File: src/rtl/ppu_pkg.sv
// Shared types and constants for the memory-port arbiter.
package ppu_pkg;

  localparam int unsigned DATA_W         = 32;
  localparam int unsigned FAIR_LIMIT_DEF = 3;

  // Arbiter state encoding
  typedef enum logic [1:0] {
    IDLE    = 2'b00,
    GNT_IF  = 2'b01,
    GNT_MEM = 2'b10
  } arb_state_e;

  // Latched command for the shared port (address is kept separately since its width is a parameter)
  typedef struct packed {
    logic [DATA_W-1:0] wdata;
    logic              rw;
    logic              size;
  } port_cmd_t;

  // True in either grant state
  function automatic logic is_grant(input arb_state_e s);
    return (s == GNT_IF) || (s == GNT_MEM);
  endfunction

endpackage

File: src/rtl/arb_fair_counter.sv
// Saturating count of consecutive MEM grants made while IF was waiting.
module arb_fair_counter
  import ppu_pkg::*;
#(
  parameter int unsigned LIMIT = FAIR_LIMIT_DEF
) (
  input  logic clk,
  input  logic rst_n,
  input  logic i_inc,
  input  logic i_clr,
  output logic o_at_limit_c
);

  localparam int unsigned CNT_W = (LIMIT < 1) ? 1 : $clog2(LIMIT + 1);

  logic [CNT_W-1:0] r_cnt;

  // Clear wins; increment saturates at LIMIT
  always_ff @(posedge clk or negedge rst_n) begin
    if (!rst_n) begin
      r_cnt <= '0;
    end else if (i_clr) begin
      r_cnt <= '0;
    end else if (i_inc && (r_cnt != CNT_W'(LIMIT))) begin
      r_cnt <= r_cnt + CNT_W'(1);
    end
  end

  assign o_at_limit_c = (r_cnt == CNT_W'(LIMIT));

endmodule

File: src/rtl/mem_port_arbiter.sv
// Two-requester (instruction fetch / data memory) arbiter for one shared memory port.
// MEM has strict priority; define ARB_FAIR_EN to force an IF grant after
// FAIR_LIMIT back-to-back MEM grants while IF is waiting.
module mem_port_arbiter
  import ppu_pkg::*;
#(
  parameter int unsigned ADDR_W     = 8,
  parameter int unsigned FAIR_LIMIT = FAIR_LIMIT_DEF
) (
  input  logic              Clk,
  input  logic              Clr,
  // instruction fetch requester
  input  logic              if_req,
  input  logic [ADDR_W-1:0] if_addr,
  output logic [31:0]       if_data,
  output logic              if_ack,
  output logic              if_stall,
  // data memory requester
  input  logic              mem_req,
  input  logic [ADDR_W-1:0] mem_addr,
  input  logic [31:0]       mem_wdata,
  input  logic              mem_rw,
  input  logic              mem_size,
  output logic [31:0]       mem_rdata,
  output logic              mem_ack,
  output logic              mem_stall,
  // shared port
  output logic              p_en,
  output logic [ADDR_W-1:0] p_addr,
  output logic [31:0]       p_wdata,
  output logic              p_rw,
  output logic              p_size,
  input  logic [31:0]       p_rdata,
  input  logic              p_rdy
);

  arb_state_e        r_state;
  arb_state_e        w_next;
  logic [ADDR_W-1:0] r_addr;
  port_cmd_t         r_cmd;

  logic w_arb;
  logic w_gnt_if;
  logic w_gnt_mem;
  logic w_fair_force;

  // IDLE is the arbitration cycle; a grant is the transition out of it
  assign w_arb     = (r_state == IDLE);
  assign w_gnt_if  = w_arb & (w_next == GNT_IF);
  assign w_gnt_mem = w_arb & (w_next == GNT_MEM);

`ifdef ARB_FAIR_EN
  logic w_at_limit;

  arb_fair_counter #(
    .LIMIT(FAIR_LIMIT)
  ) u_fair (
    .clk          (Clk),
    .rst_n        (Clr),
    .i_inc        (w_gnt_mem & if_req),
    .i_clr        (w_gnt_if | (w_arb & ~if_req)),
    .o_at_limit_c (w_at_limit)
  );

  assign w_fair_force = w_at_limit & if_req;
`else
  logic w_unused_fair;

  assign w_unused_fair = ^FAIR_LIMIT;
  assign w_fair_force  = 1'b0;
`endif

  // State register
  always_ff @(posedge Clk or negedge Clr) begin
    if (!Clr) begin
      r_state <= IDLE;
    end else begin
      r_state <= w_next;
    end
  end

  // Next-state: arbitrate in IDLE, hold a grant until the port reports ready
  always_comb begin
    w_next = r_state;
    case (r_state)
      IDLE: begin
        if (w_fair_force) begin
          w_next = GNT_IF;
        end else if (mem_req) begin
          w_next = GNT_MEM;
        end else if (if_req) begin
          w_next = GNT_IF;
        end
      end
      GNT_IF, GNT_MEM: begin
        if (p_rdy) begin
          w_next = IDLE;
        end
      end
      default: w_next = IDLE;
    endcase
  end

  // Capture the winner's command on the grant edge; IF is always a word read
  always_ff @(posedge Clk or negedge Clr) begin
    if (!Clr) begin
      r_addr <= '0;
      r_cmd  <= '0;
    end else if (w_gnt_mem) begin
      r_addr <= mem_addr;
      r_cmd  <= '{wdata: mem_wdata, rw: mem_rw, size: mem_size};
    end else if (w_gnt_if) begin
      r_addr <= if_addr;
      r_cmd  <= '{wdata: 32'h0, rw: 1'b0, size: 1'b0};
    end
  end

  assign p_en    = is_grant(r_state);
  assign p_addr  = r_addr;
  assign p_wdata = r_cmd.wdata;
  assign p_rw    = r_cmd.rw;
  assign p_size  = r_cmd.size;

  // Completion handshakes; a requester that withdrew gets no ack
  assign if_ack    = (r_state == GNT_IF)  & p_rdy & if_req;
  assign mem_ack   = (r_state == GNT_MEM) & p_rdy & mem_req;
  assign if_data   = if_ack  ? p_rdata : 32'h0;
  assign mem_rdata = mem_ack ? p_rdata : 32'h0;
  assign if_stall  = if_req  & ~if_ack;
  assign mem_stall = mem_req & ~mem_ack;

endmodule

File: config.mk
export PLATFORM = sky130hd
export DESIGN_NAME = mem_port_arbiter
export DESIGN_NICKNAME = d
export VERILOG_FILES = /design/src/rtl/ppu_pkg.sv /design/src/rtl/arb_fair_counter.sv /design/src/rtl/mem_port_arbiter.sv
export SDC_FILE = /design/constraint.sdc
export NUM_CORES = 1
export LEC_CHECK = 0
export BUFFER_PORTS_ARGS = -buffer_cell sky130_fd_sc_hd__buf_2
export CAP_MARGIN = 20
export CORE_UTILIZATION = 41
export CTS_CLUSTER_SIZE = 30
export DETAILED_ROUTE_END_ITERATION = 12
export GPL_ROUTABILITY_DRIVEN = 0
export GPL_TIMING_DRIVEN = 0
export MAX_ROUTING_LAYER = met4
export PLACE_DENSITY = 0.88
export SYNTH_ARGS = -nofsm -noshare
export SYNTH_HDL_FRONTEND = slang
export SYNTH_SLANG_ARGS = --single-unit
File: constraint.sdc
create_clock -name Clk -period 4.99 [get_ports Clk]
set_input_delay 0.998 -clock Clk [delete_from_list [all_inputs] [get_ports Clk]]
set_output_delay 0.998 -clock Clk [all_outputs]
set_load 0.005 [all_outputs]
==> flow_summary.json, run 1 <==
{
  "ant_nets": 0,
  "syn_inst": 211,
  "timing.critical_path.required_ps": 3990,
  "syn_avg_cell_area_um2": 10.7,
  "skew_ps": 8.21,
  "endpoint_kind": "output pin",
  "port_buffers": 197,
  "yosys.area_share.simple_pct": 24.2,
  "max_clock_freq_ghz": 0.331,
  "n_fill_cell": 431,
  "ys_seq_elements": 44,
  "synth-xor-area-share_pct": 0,
  "final_common_cell": "buf_2",
  "setup_viol": 0,
  "grt_overflow_total": 0,
  "worst_pin_slew_ps": 921,
  "dr.pass1.iters": 4,
  "min_period_ps": 3020,
  "cap_violations": 0,
  "insertion_delay_ps": 300,
  "final_cell_mix": "buf_2 (203), and2_1 (64), dfrtp_1 (44)",
  "synth-compound-area-share_pct": 19.9,
  "synthAdderAreaFrac_pct": 2.22,
  "utilization_pct": 66.1,
  "irDropWorstVdd_uv": 246,
  "die_w_um": 76.1,
  "synthMuxAreaShare_pct": 0,
  "setup_tns_ps": 0,
  "yosys_warnings": 0,
  "rsz0062_at_grt": "false",
  "drive_gt1_share_pct": 52.6,
  "setup.worst_path.class": "input port to output pin",
  "postCtsSetupBuffers": 0,
  "min_path_type": "flop to flop",
  "clkSinkCount": 44,
  "drc": 0,
  "routed_wl_mm": 7.02,
  "ys_seq_area_share_pct": 48.9,
  "grt_pass1_wl_mm": 11.3,
  "pin_count": 198,
  "numCtsBuffers": 5,
  "finalCritPeriodShare_pct": 60.5,
  "ctsResizeCount": 0,
  "die-area_um2": 5800,
  "leakage_uw": 0.00209,
  "grt_pass1_vias": 2286,
  "drv_slew": 0,
  "synth_nets": 302,
  "layout.nets": 506,
  "grt_max_degree": 45,
  "track_usage_pct": 25.2,
  "cts_buffer_depth": 2,
  "initial_core_util_pct": 43.3,
  "critPathLaunchType": "input port",
  "powerDensity_nw_per_um2": 522,
  "relSlewSlack_pct": 38.6,
  "hpwl_mm": 5.58,
  "area_growth_pct": 52.7,
  "antenna_found_initial": 0,
  "viasPerCell": 4.90,
  "vias": 2381,
  "synth_area_um2": 2250,
  "htree_levels": 2,
  "clkSlewWorstSetupHoldPaths_ps": 80,
  "status": "complete, no violations",
  "crit_path_max_fanout": 10,
  "synth_top_family_by_area": "simple AND/OR/NAND/NOR gates",
  "finalHoldViolations": 0,
  "cts_tree": "done",
  "coreArea_um2": 5200,
  "num_rows": 26,
  "antenna_cells": 0,
  "ys_types": 30,
  "wl_per_cell_um": 14.5,
  "root_buffer": "clkbuf_8",
  "drt_iter0_markers": 99,
  "die_h_um": 76.1,
  "hold_buffers": 0,
  "crit_arrival_ps": 2020
}
[per-stage QoR]
stage / setup WS [ps] / area [µm²] / cells / hold slack [ps] / power (µW)
after floorplan: 2390 / 2250 / 211 / 489 / 1160
after global placement: 2010 / 3330 / 478 / 479 / 1490
after detailed placement: 1990 / 3330 / 478 / 480 / 1520
after CTS: 1990 / 3440 / 486 / 502 / 1800
after global routing: 1820 / 3440 / 486 / 526 / 1930
final: 1970 / 3440 / 486 / 502 / 1800
[critical path, stage by stage]
cell      delay [ps]
buf_2            140
and3_1           270
clkbuf_1         320
and2_1           180
buf_2            110
[area by class of cell]
type	count	area [µm²]	share of cell area, %
buffer	15	82.6	2.40
multi-input combinational	145	1040	30.3
clock inverter	3	46.3	1.34
sequential	44	1100	32.0
clock buffer	5	68.8	2.00
timing repair buffer	197	986	28.6
tap	70	87.6	2.54
inverter	7	26.3	0.763
[power by group]
part	internal, µW	switching [µW]	total (µW)
clock	151	125	275
combinational	466	432	898
sequential	528	96.5	624
total	1140	653	1800
[kinds of logic after synthesis]
logic type,count (synthesis)
and+or+nand+nor,87
AOI/OAI and AO/OA,54
DFF,44
buffers and inverters,22
adders and majority gates,4
[registers in the layout, indices dropped and copies added, names as in the netlist]
register,count
p_size,1
p_rw,1
p_wdata,32
r_state,2
p_addr,8
[layer usage]
layer,vias up,GRT usage (%),wire (µm)
li1,1148,-,-
met1,1098,29.9,2900
met2,127,43.8,3580
met3,8,4.55,463
met4,0,7.31,76
met5,-,-,0
[synthesized netlist by cell type, drive strengths merged]
library cell  number  area [µm²]
o221ai             1        8.76
or2b               1        7.51
and3               8        50.1
a22o              34         298
a2bb2oi            1        8.76
ha                 4        50.1
a41oi              1        8.76
inv                7        26.3
dfrtp             44        1100
a21oi              4        20.0
nor2b              3        28.8
buf                9        60.1
nor2               2        7.51
nand2              4        15.0
a221o              6        60.1
nand3              1        5.00
clkbuf             6        22.5
a221oi             1        8.76
nor3b              1        7.51
o21a               1        7.51
and2              66         418
o21ai              5        28.8
nor3               1        5.00
[worst paths after layout]
path / start / to / slack [ps] / cells after the start
worst max-delay path: mem_req / mem_rdata[26] / 1970 / 5
worst min-delay path: p_wdata[24] / p_wdata[24] / 500 / 1
worst max register to register: r_state[1] / p_addr[4] / 2730 / 8
worst min register to register: p_wdata[24] / p_wdata[24] / 500 / 1
max in group asynchronous: Clr / p_wdata[1] / 3590 / 1
min in group asynchronous: Clr / p_wdata[13] / 830 / 1
(Power assumes the default switching activity.)
==> inputs of run 2 (changes only) <==
Settings changed: CORE_UTILIZATION 41 to 38, PLACE_DENSITY 0.88 to 0.83.
Clock period 4.99 ns to 3 ns, I/O delays scaled along.
==> run 2 against run 1 <==
Net effect:
- count of clock-buffer cells in the layout unchanged
- clock skew decreased by 1.1 ps
- clock power increased by 84%
- largest power group unchanged
==> flow_summary.json, run 2 (synthesis results as in run 1) <==
{
  "setup_tns_ps": 0,
  "grt_pass1_wl_mm": 10.4,
  "irDropWorstVdd_uv": 505,
  "clkSlewWorstSetupHoldPaths_ps": 80,
  "timing.critical_path.required_ps": 2400,
  "r2r_end": "p_addr[2]",
  "critPathLaunchType": "flop",
  "relSlewSlack_pct": 39.4,
  "antenna_found_initial": 1,
  "r2r_slack_ps": 720,
  "insertion_delay_ps": 290,
  "grt_overflow_total": 0,
  "skew_ps": 7.07,
  "startpoint": "r_state[1]",
  "hpwl_mm": 5.72,
  "numCtsBuffers": 5,
  "grt_max_degree": 45,
  "layout.nets": 506,
  "drv_slew": 0,
  "max_clock_freq_ghz": 0.393,
  "drc": 0,
  "ant_nets": 0,
  "ctsResizeCount": 0,
  "min_path_type": "input port to async pin",
  "coreArea_um2": 5610,
  "die_w_um": 79.0,
  "vias": 2373,
  "port_buffers": 197,
  "htree_levels": 2,
  "powerDensity_nw_per_um2": 871,
  "preCtsSetupSlack_ps": 741,
  "largest_reg_flops": 32,
  "grt_pass1_vias": 2208,
  "min_period_ps": 2550,
  "leakage_uw": 0.00210,
  "area_growth_pct": 53.6,
  "track_usage_pct": 22.5,
  "die-area_um2": 6240,
  "worst_slack_ps": 453,
  "wl_per_cell_um": 14.4,
  "postCtsSetupBuffers": 0,
  "setup_viol": 0,
  "finalHoldViolations": 0,
  "crit_arrival_ps": 1950,
  "pin_count": 198,
  "rsz0062_at_grt": "false",
  "root_buffer": "clkbuf_8",
  "cts_buffer_depth": 2,
  "reg2reg_from": "r_state[1]",
  "finalPower_uw": 3020,
  "rr_worst_depth": 8,
  "final_common_cell": "buf_2",
  "clkSinkCount": 44,
  "viasPerCell": 4.86,
  "routed_wl_mm": 7.03,
  "crit_path_max_fanout": 10,
  "cts_tree": "done",
  "final_cell_mix": "buf_2 (203), and2_1 (64), dfrtp_1 (44)",
  "num_rows": 27,
  "critPathCapture": "if_data[27]",
  "die_h_um": 79.0,
  "endpoint_kind": "output pin",
  "worst_pin_slew_ps": 910,
  "drt_iter0_markers": 86,
  "drive_gt1_share_pct": 52.5,
  "cap_violations": 0,
  "initial_core_util_pct": 40.2,
  "status": "complete, no violations",
  "setup.worst_path.class": "flop to output pin",
  "dr.pass1.iters": 4,
  "finalCritPeriodShare_pct": 84.9,
  "hold_buffers": 0
}
-- run 2: layer usage --
metal	track usage [%]	wire length, µm	vias up
met3	4.02	500	10
met4	8.55	122	0
met2	41.7	3680	126
li1	-	-	1152
met1	23.5	2730	1085
met5	-	0	-
-- run 2: layout make-up --
type	instances	area, µm²
antenna	1	2.50
buffer	15	82.6
clock buffer	5	68.8
clock inverter	2	60.1
fill	479	2150
inverter	7	26.3
multi-input combinational	145	1040
sequential	44	1100
tap	72	90.1
timing repair buffer	197	986
-- run 2: stage by stage --
| stage | hold WS [ps] | utilization [%] | cells | area, µm² |
|---|---|---|---|---|
| global placement | 477 | 59.4 | 480 | 3330 |
| detailed placement | 480 | 59.4 | 480 | 3330 |
| global route | 514 | 61.7 | 488 | 3460 |
| CTS | 468 | 61.7 | 487 | 3460 |
| finish | 445 | 61.7 | 488 | 3460 |
| floorplan | 304 | - | 211 | 2250 |
-- run 2: report_power, final --
part           leakage, µW  switching [µW]  internal, µW
combinational      0.00148             706           774
sequential        0.000550             152           878
clock            0.0000642             178           327
-- run 2: worst max-delay path, cell delays in order, from the launching register on --
cell and delay (ps):
dfrtp_1 460, inv_1 120, ha_1 170, and3_1 240
clkbuf_1 350, and2_1 210, buf_2 120
-- run 2: worst min path at each step --
stage                     start           to  slack (ps)  cells after the start
floorplan                   Clr    p_addr[0]         300                      0
global placement    p_wdata[14]  p_wdata[14]         480                      1
detailed placement  p_wdata[17]  p_wdata[17]         480                      1
CTS                         Clr    p_addr[2]         470                      1
global route        p_wdata[27]  p_wdata[27]         510                      1
finish                      Clr  p_wdata[30]         450                      1
==> inputs of run 3 (changes only) <==
Clock period 3 ns to 2.5 ns, I/O delays scaled along.
==> run 3 against run 2 <==
Net effect:
- via count about the same
- flip-flop and latch count unchanged
- final area about the same
- worst setup slack got worse by 320 ps
- critical endpoint is now mem_rdata[27]
- global-route usage unchanged
==> flow_summary.json, run 3 (synthesis results as in run 1) <==
{
  "gr-usage-met1_pct": 23.5,
  "pin_count": 198,
  "use_met3_pct": 4.02,
  "min_period_ps": 2360,
  "layout.nets": 506,
  "regArea_um2": 1100,
  "antenna_found_initial": 1,
  "cap_violations": 0,
  "viasPerCell": 4.86,
  "use_met2_pct": 41.7,
  "max_clock_freq_ghz": 0.423,
  "finalCritPeriodShare_pct": 94.6,
  "rsz0062_at_grt": "false",
  "drt_iter0_markers": 86,
  "root_buffer": "clkbuf_8",
  "num_rows": 27,
  "routed_wl_mm": 7.02,
  "powerDensity_nw_per_um2": 1040,
  "coreArea_um2": 5610,
  "grt_busiest_layer": "met2",
  "setup_viol": 0,
  "die_h_um": 79.0,
  "leakage_uw": 0.00210,
  "insertion_delay_ps": 290,
  "worst_pin_slew_ps": 910,
  "htree_levels": 2,
  "dr.pass1.iters": 4,
  "final_cell_mix": "buf_2 (203), and2_1 (64), dfrtp_1 (44)",
  "grt_pass1_vias": 2208,
  "skew_ps": 7.34,
  "clkSlewWorstSetupHoldPaths_ps": 80,
  "cts_tree": "done",
  "setup_tns_ps": 0,
  "area_growth_pct": 53.6,
  "postCtsSetupBuffers": 0,
  "finalHoldViolations": 0,
  "initial_core_util_pct": 40.2,
  "numCtsBuffers": 5,
  "ctsResizeCount": 0,
  "grt_max_degree": 45,
  "critPathLaunchType": "flop",
  "hpwl_mm": 5.72,
  "hold_buffers": 0,
  "min_path_type": "input port to async pin",
  "port_buffers": 197,
  "ant_nets": 0,
  "cts_buffer_depth": 2,
  "die_w_um": 79.0,
  "wl_per_cell_um": 14.4,
  "die-area_um2": 6240,
  "relSlewSlack_pct": 39.3,
  "clkSinkCount": 44,
  "setup.worst_path.class": "flop to output pin",
  "crit_arrival_ps": 1860,
  "grt_overflow_total": 0,
  "track_usage_pct": 22.5,
  "multi_input_area_um2": 1040,
  "crit_path_max_fanout": 10,
  "status": "complete, no violations",
  "final_common_cell": "buf_2",
  "largest_reg_flops": 32,
  "grt_pass1_wl_mm": 10.4,
  "drc": 0,
  "drive_gt1_share_pct": 52.8,
  "endpoint_kind": "output pin",
  "irDropWorstVdd_uv": 605,
  "n_fill_cell": 478,
  "timing.critical_path.required_ps": 2000,
  "drv_slew": 0,
  "vias": 2372,
  "finalPower_uw": 3620
}
run 3: cell types whose count changed in the layout (fill, tap and decap cells not counted):
cell and delta:
clkbuf_1 -1, clkbuf_2 +1
run 3: metrics by stage:
step	cells	util [%]	setup slack (ps)	hold slack, ps	area (µm²)
2_1_floorplan	211	-	496	204	2250
5_1_grt	488	61.7	13.1	420	3460
4_1_cts	487	61.7	66.1	368	3460
3_3_place_gp	480	59.4	256	477	3330
3_5_place_dp	480	59.4	260	480	3330
6_report	488	61.7	135	345	3460
run 3: critical path, stage by stage, from the launching register on:
cell,delay [ps]
dfrtp_1,450
inv_1,110
ha_1,160
and3_1,250
clkbuf_1,310
and2_1,180
buf_2,110
run 3: worst paths after layout:
check	startpoint	to	slack (ps)	cells past startpoint
worst min register to register	p_wdata[0]	p_wdata[0]	500	1
worst max register to register	r_state[1]	p_addr[2]	220	8
worst max-delay path	r_state[0]	mem_rdata[27]	140	6
min in group Clk	mem_wdata[8]	p_wdata[8]	440	2
max in group asynchronous	Clr	p_wdata[19]	1590	1
worst min-delay path	Clr	p_wdata[30]	350	1
run 3: area by class of cell:
cell class / instances / area share (%)
multi-input combinational: 145 / 30.1
tap: 72 / 2.60
sequential: 44 / 31.8
inverter: 7 / 0.759
antenna: 1 / 0.0723
clock buffer: 5 / 1.99
timing repair buffer: 197 / 28.5
buffer: 15 / 2.42
clock inverter: 2 / 1.73
run 3: metal layers:
metal / vias up / part of all wire (%)
li1: 1153 / -
met1: 1083 / 39
met2: 126 / 52
met3: 10 / 7.1
met4: 0 / 1.7
met5: - / 0
run 3: where the power goes:
part           internal, µW  switching, µW
logic                   930            846
clock network           393            213
registers              1050            182
